[src/rtl/dl_router.sv]
`default_nettype none
// +----------------------------------------------------------------------------+
// | Module      : dl_router                                                    |
// | Description : Routes the hps_io ioctl download stream to one of NUM_TGT    |
// |               memory targets chosen by ioctl_index, buffering bytes in a   |
// |               small FIFO with per-target ready backpressure. Holds the     |
// |               core in reset during and shortly after target-0 downloads.   |
// |               Optional macro DL_CHECKSUM_EN adds a 16-bit running sum of   |
// |               the bytes delivered in the current download.                |
// | Revision    : 1.0 - initial release                                        |
// +----------------------------------------------------------------------------+
module dl_router #(
  parameter int NUM_TGT    = 4,
  parameter int IN_AW      = 25,
  parameter int OUT_AW     = 17,
  parameter int FIFO_DEPTH = 8,
  parameter int RST_HOLD   = 16
) (
  input  logic                clk_sys,
  input  logic                reset_n,
  input  logic                ioctl_download,
  input  logic [7:0]          ioctl_index,
  input  logic                ioctl_wr,
  input  logic [IN_AW-1:0]    ioctl_addr,
  input  logic [7:0]          ioctl_dout,
  output logic                ioctl_wait,
  output logic [NUM_TGT-1:0]  tgt_sel,
  output logic                tgt_wr,
  output logic [OUT_AW-1:0]   tgt_addr,
  output logic [7:0]          tgt_data,
  input  logic [NUM_TGT-1:0]  tgt_ready,
  output logic [NUM_TGT-1:0]  dl_active,
  output logic                dl_reset,
  output logic [1:0]          err_flags,
  output logic [15:0]         checksum
);

  localparam int              c_PTR_W   = $clog2(FIFO_DEPTH);
  localparam int              c_HOLD_W  = $clog2(RST_HOLD + 1);
  localparam int              c_ENTRY_W = OUT_AW + 8;
  localparam logic [c_PTR_W:0]  c_FULL     = (c_PTR_W + 1)'(FIFO_DEPTH);
  localparam logic [c_PTR_W:0]  c_WAIT_LVL = (c_PTR_W + 1)'(FIFO_DEPTH - 2);
  localparam logic [c_HOLD_W-1:0] c_HOLD_LAST = c_HOLD_W'(RST_HOLD - 1);

  typedef enum logic [2:0] {
    S_IDLE    = 3'd0,
    S_ACTIVE  = 3'd1,
    S_DISCARD = 3'd2,
    S_DRAIN   = 3'd3,
    S_HOLD    = 3'd4
  } state_t;

  state_t                 state_q;
  logic                   dl_prev_q;
  logic                   pend_q;
  logic [c_HOLD_W-1:0]    hold_cnt_q;
  logic [NUM_TGT-1:0]     tgt_sel_q;
  logic [NUM_TGT-1:0]     dl_active_q;
  logic                   dl_reset_q;
  logic [1:0]             err_q;

  logic [c_ENTRY_W-1:0]   mem_q [FIFO_DEPTH];
  logic [c_PTR_W-1:0]     wptr_q;
  logic [c_PTR_W-1:0]     rptr_q;
  logic [c_PTR_W:0]       count_q;
  logic [c_PTR_W:0]       count_d;

  logic                   tgt_wr_q;
  logic [OUT_AW-1:0]      tgt_addr_q;
  logic [7:0]             tgt_data_q;

  logic [NUM_TGT-1:0]     w_onehot;
  logic                   w_idx_ok;
  logic                   w_rise;
  logic                   w_start;
  logic                   w_full;
  logic                   w_empty;
  logic                   w_ready_sel;
  logic                   w_pop;
  logic                   w_push_req;
  logic                   w_push;
  logic                   w_ovf;

  // Decode the incoming index into a one-hot target select.
  for (genvar gi = 0; gi < NUM_TGT; gi++) begin : g_onehot
    assign w_onehot[gi] = (32'(ioctl_index) == gi);
  end

  // Address bits above the target window are intentionally discarded.
  if (IN_AW > OUT_AW) begin : g_addr_unused
    logic w_unused;
    assign w_unused = ^ioctl_addr[IN_AW-1:OUT_AW];
  end

  assign w_idx_ok    = (32'(ioctl_index) < NUM_TGT);
  assign w_rise      = ioctl_download & ~dl_prev_q;
  // A rise seen during DRAIN/HOLD is remembered in pend_q and started from IDLE.
  assign w_start     = (state_q == S_IDLE) & ioctl_download & (w_rise | pend_q);

  assign w_full      = (count_q == c_FULL);
  assign w_empty     = (count_q == '0);
  assign w_ready_sel = |(tgt_ready & tgt_sel_q);
  assign w_pop       = ~w_empty & w_ready_sel &
                       ((state_q == S_ACTIVE) | (state_q == S_DRAIN));
  assign w_push_req  = (state_q == S_ACTIVE) & ioctl_wr;
  // A pop in the same cycle frees a slot, so a push into a full FIFO still fits.
  assign w_push      = w_push_req & (~w_full | w_pop);
  assign w_ovf       = w_push_req & w_full & ~w_pop;

  // Next FIFO occupancy from this cycle's push/pop pair.
  always_comb begin
    count_d = count_q;
    case ({w_push, w_pop})
      2'b10:   count_d = count_q + 1'b1;
      2'b01:   count_d = count_q - 1'b1;
      default: count_d = count_q;
    endcase
  end

  // Download sequencing: target latch, drain, reset hold and sticky errors.
  always_ff @(posedge clk_sys or negedge reset_n) begin
    if (!reset_n) begin
      state_q     <= S_IDLE;
      dl_prev_q   <= 1'b0;
      pend_q      <= 1'b0;
      hold_cnt_q  <= '0;
      tgt_sel_q   <= '0;
      dl_active_q <= '0;
      dl_reset_q  <= 1'b0;
      err_q       <= 2'b00;
    end else begin
      dl_prev_q <= ioctl_download;

      if (!ioctl_download || w_start) begin
        pend_q <= 1'b0;
      end else if (w_rise && ((state_q == S_DRAIN) || (state_q == S_HOLD))) begin
        pend_q <= 1'b1;
      end

      if (w_ovf) begin
        err_q[0] <= 1'b1;
      end

      case (state_q)
        S_IDLE: begin
          if (w_start) begin
            if (w_idx_ok) begin
              state_q     <= S_ACTIVE;
              tgt_sel_q   <= w_onehot;
              dl_active_q <= w_onehot;
              dl_reset_q  <= (ioctl_index == 8'd0);
            end else begin
              state_q     <= S_DISCARD;
              tgt_sel_q   <= '0;
              err_q[1]    <= 1'b1;
            end
          end
        end
        S_ACTIVE: begin
          if (!ioctl_download) begin
            state_q <= S_DRAIN;
          end
        end
        S_DISCARD: begin
          if (!ioctl_download) begin
            state_q <= S_IDLE;
          end
        end
        S_DRAIN: begin
          if (w_empty && !tgt_wr_q) begin
            state_q    <= S_HOLD;
            hold_cnt_q <= '0;
          end
        end
        S_HOLD: begin
          if (hold_cnt_q == c_HOLD_LAST) begin
            state_q     <= S_IDLE;
            dl_active_q <= '0;
            dl_reset_q  <= 1'b0;
          end else begin
            hold_cnt_q <= hold_cnt_q + 1'b1;
          end
        end
        default: begin
          state_q <= S_IDLE;
        end
      endcase
    end
  end

  // FIFO storage; contents are don't-care once the pointers are reset.
  always_ff @(posedge clk_sys) begin
    if (w_push) begin
      mem_q[wptr_q] <= {ioctl_addr[OUT_AW-1:0], ioctl_dout};
    end
  end

  // FIFO pointers, occupancy and the registered target write port.
  always_ff @(posedge clk_sys or negedge reset_n) begin
    if (!reset_n) begin
      wptr_q     <= '0;
      rptr_q     <= '0;
      count_q    <= '0;
      tgt_wr_q   <= 1'b0;
      tgt_addr_q <= '0;
      tgt_data_q <= '0;
    end else begin
      count_q  <= count_d;
      tgt_wr_q <= w_pop;
      if (w_push) begin
        wptr_q <= wptr_q + 1'b1;
      end
      if (w_pop) begin
        rptr_q                   <= rptr_q + 1'b1;
        {tgt_addr_q, tgt_data_q} <= mem_q[rptr_q];
      end
    end
  end

`ifdef DL_CHECKSUM_EN
  logic [15:0] sum_q;

  // Running sum of delivered bytes, restarted by each new download.
  always_ff @(posedge clk_sys or negedge reset_n) begin
    if (!reset_n) begin
      sum_q <= '0;
    end else if (w_start) begin
      sum_q <= '0;
    end else if (tgt_wr_q) begin
      sum_q <= sum_q + {8'h00, tgt_data_q};
    end
  end

  assign checksum = sum_q;
`else
  assign checksum = 16'h0000;
`endif

  assign ioctl_wait = (count_q >= c_WAIT_LVL) | (state_q == S_DRAIN) | (state_q == S_HOLD);
  assign tgt_sel    = tgt_sel_q;
  assign tgt_wr     = tgt_wr_q;
  assign tgt_addr   = tgt_addr_q;
  assign tgt_data   = tgt_data_q;
  assign dl_active  = dl_active_q;
  assign dl_reset   = dl_reset_q;
  assign err_flags  = err_q;

endmodule
`default_nettype wire

[config.mk]
export PLATFORM = sky130hd
export DESIGN_NAME = dl_router
export DESIGN_NICKNAME = d
export VERILOG_FILES = /design/src/rtl/dl_router.sv
export SDC_FILE = /design/constraint.sdc
export NUM_CORES = 1
export LEC_CHECK = 0
export ABC_AREA = 1
export BUFFER_PORTS_ARGS = -buffer_cell sky130_fd_sc_hd__buf_2
export CAP_MARGIN = 10
export CORE_MARGIN = 2
export CORE_UTILIZATION = 50
export CTS_CLUSTER_DIAMETER = 100
export CTS_CLUSTER_SIZE = 28
export DETAILED_ROUTE_END_ITERATION = 16
export MAX_ROUTING_LAYER = met4
export PLACE_DENSITY = 0.69
export SLEW_MARGIN = 30
export SYNTH_ARGS = -nofsm -noshare
export SYNTH_HDL_FRONTEND = slang
export SYNTH_SLANG_ARGS = --single-unit
[constraint.sdc]
create_clock -name clk_sys -period 3.1 [get_ports clk_sys]
set_clock_uncertainty 0.15 [all_clocks]
set_input_delay 0.155 -clock clk_sys [delete_from_list [all_inputs] [get_ports clk_sys]]
set_output_delay 0.155 -clock clk_sys [all_outputs]
set_load 0.02 [all_outputs]
==> flow_summary.json <==
{
  "run_status": "completed",
  "grt_pass1_wl_um": 32800,
  "floorplan.core_area_um2": 20900,
  "hold_buffers": 37,
  "synth_flop_cell": "edfxtp_1",
  "holdWs_ns": 0.0296,
  "layout_worst_path_cycle_share_pct": 76.1,
  "post_cts_resized": 0,
  "synth_mux_area_share_pct": 2.37,
  "postRouteAntennaNets": 0,
  "floorplan.initialDensity_pct": 50.6,
  "ys_ff_latch": 256,
  "hold_viol": 0,
  "numCtsBuffers": 13,
  "clkSinkCount": 256,
  "maxSlewViolCount": 0,
  "cap_viol_max_count": 0,
  "synth_cells": 875,
  "period_minus_slack_ns": 2.36,
  "multiInputGateArea_um2": 2500,
  "num_rows": 53,
  "max_freq_mhz": 424,
  "max-vdd-ir-drop_uv": 392,
  "post-cts-setup-buffers": 0,
  "critical_path.cell_chain": "dlygate4sd3_1, buf_2, nor2_1, dlygate4sd3_1, nand2_1, dlygate4sd3_1, nor4_1, nand2_1, o21ai_0",
  "grtUsageTotal_pct": 19.4,
  "grt_antenna_before_repair": 0,
  "floorplan.die_area_um2": 22300,
  "globalRouteOverflowTotal": 0,
  "critical_path.top_delay_family": "buffers and inverters",
  "post_route_cells_drive_above_1_share_pct": 14.6,
  "synthSimpleGateAreaFrac_pct": 10.6,
  "htreeDepth": 1,
  "synthXorXnorAreaFrac_pct": 0.497,
  "setup_repair_after_global_routing_missed_its_margin": "false",
  "async_flop_share_pct": 21.9,
  "critical_path.startpoint_type": "input pin",
  "die_w_um": 149,
  "insertion_delay_ns": 0.48,
  "static-leakage-power_nw": 4.77,
  "remaining_drc_errors": 0,
  "dp_hpwl_um": 12700,
  "critPathCaptureType": "flop",
  "port_buffers": 78,
  "clkTransAtPathRegs_ns": 0.11,
  "n_fill_cell": 1683,
  "timing.hold.worst.class": "input pin to flop",
  "most-common-layout-cells": "edfxtp_1, nand2_1, inv_1, buf_2, o211ai_1",
  "yosysSeqAreaShare_pct": 70.1,
  "worst_ep_required_time_ns": 3.36,
  "top_level_ports": 103,
  "setup_tns_ns": 0,
  "timing.final.setup_violations": 0,
  "via_count_of_the_first_global_routing_pass": 6309,
  "pwr_dens_nw_per_um2": 470,
  "synth_enable_flop_cells": 200,
  "ctsLongestPathBuffers": 3,
  "setup.worst_path.class": "input pin to flop",
  "first_iter_violations": 415,
  "combinational_family_with_the_most_area_after_synthesis": "simple AND/OR/NAND/NOR gates",
  "syn2layout_area_growth_pct": 14.1,
  "antenna_cells": 0,
  "grt_start_max_net_pins": 59,
  "seqCellArea_um2": 7410,
  "critical-path-max-stage-delay_ns": 0.59,
  "cp.buffers_inverters": 4,
  "max-slew-margin-rel_pct": 42.9,
  "cts.root.buffer_cell": "clkbuf_16",
  "finish.net_count": 1045,
  "cts_tree": "yes",
  "finalWirelength_um": 20800,
  "tightest_slew_ns": 0.856,
  "cp_common_cell": "dlygate4sd3_1",
  "wl_per_cell_um": 16.4,
  "layout_commonest_cell": "edfxtp_1",
  "post_synth_instance_area_um2": 10600,
  "routabilityCongestion": 0.768,
  "synthesis.area_per_instance_um2": 12.1,
  "detail_route.first_pass.iterations": 4,
  "cpMaxStageDelayCell": "dlygate4sd3_1",
  "yosysWarningCount": 0,
  "yosys.area_share.adder_pct": 0.592,
  "cp_max_fo": 2,
  "die_height_um": 149,
  "route.vias.total": 6606,
  "fraction_of_the_mapped_netlist_area_in_compound_gates_pct": 8.84,
  "worstPathArrival_ns": 2.62,
  "routed_via_density": 5.19,
  "synth_cell_type_count": 33
}
==> stage by stage <==
stage	power [mW]	instance area [um2]	worst slack (ns)	util (%)	std cells
floorplan	3.82	10600	0.256	-	890
finish	5.66	12100	0.742	57.7	1272
detailed placement	3.88	11300	0.842	54.2	1214
global route	5.85	12100	0.562	57.7	1272
global placement	3.87	11300	0.899	54.2	1214
CTS	5.71	12100	0.754	57.7	1272
==> layout make-up <==
cell class	instances	share of cell area [%]
Clock buffer	18	2.85
Multi-Input combinational cell	464	20.8
Sequential cell	256	61.5
Tap cell	275	2.85
Inverter	112	3.49
Timing Repair Buffer	144	8.32
Clock inverter	3	0.239
==> layer usage <==
metal	up-vias	global-route usage [%]	wire length (um)
met2	180	32.7	10200
met3	23	2.14	1100
met5	-	-	0
met1	3182	25.8	9190
li1	3221	-	-
met4	0	4.29	350
==> worst paths after layout <==
check	start	end	slack [ns]	cells past startpoint
max	ioctl_index[7]	dl_active[3]	0.74	9
min	ioctl_index[4]	tgt_sel[0]	0.03	6
max reg2reg	state_q[2]	mem_q[2][17]	0.83	9
min reg2reg	dl_active[2]	dl_active[2]	0.33	2
max in group asynchronous	reset_n	tgt_addr[9]	1.89	3
min in group asynchronous	reset_n	tgt_sel[2]	0.16	2
==> worst register-to-register path, stage by stage, from the launching register on <==
cell and delay [ns]:
dfrtp_1 0.43, inv_2 0.10, nand2_2 0.06, a21oi_2 0.17, nand2_4 0.06, nand2_2 0.07
nand2_2 0.09, or2_4 0.28, nor2_2 0.10, buf_4 0.39
==> power by group <==
part | total (mW) | internal (mW) | leakage [nW] | switching (mW)
logic | 0.134 | 0.0509 | 2.05 | 0.0831
registers | 3.70 | 3.70 | 2.54 | 0.000491
clock network | 1.83 | 0.807 | 0.179 | 1.02
total | 5.66 | 4.56 | 4.77 | 1.11
==> cell usage after synthesis, drive strengths merged, types with 2 or more instances <==
cell | instances | area share [%]
or2 | 2 | 0.14
nor3 | 2 | 0.095
a21oi | 31 | 1.5
nor2 | 26 | 1.0
dfrtp | 56 | 13
mux2i | 25 | 2.4
o211ai | 75 | 5.3
buf | 42 | 2.4
xor2 | 6 | 0.50
edfxtp | 200 | 57
ha | 5 | 0.59
nand2 | 173 | 6.3
clkbuf | 16 | 0.57
inv | 111 | 3.9
o21bai | 2 | 0.14
nand4 | 4 | 0.24
nand3 | 58 | 2.7
o21ai | 36 | 1.7
==> sequential cells by signal, indices dropped and copies added (netlist names), 3 cells and up <==
signal      count
dl_active       4
state_q         3
tgt_sel         4
tgt_addr       17
count_q         4
mem_q         200
tgt_data        8
rptr_q          3
hold_cnt_q      5
wptr_q          3
==> logic make-up (layout without fill, tap and decap cells) <==
family | count (synthesis) | in the layout
buffers and inverters | 170 | 277
muxes | 25 | 25
AOI/OAI and AO/OA | 146 | 146
DFF | 256 | 256
adders and majority gates | 5 | 5
xor gates and xnor gates | 6 | 6
other | 1 | 16
and+or+nand+nor | 266 | 266
Note: power is estimated with default switching activity, not from simulation.
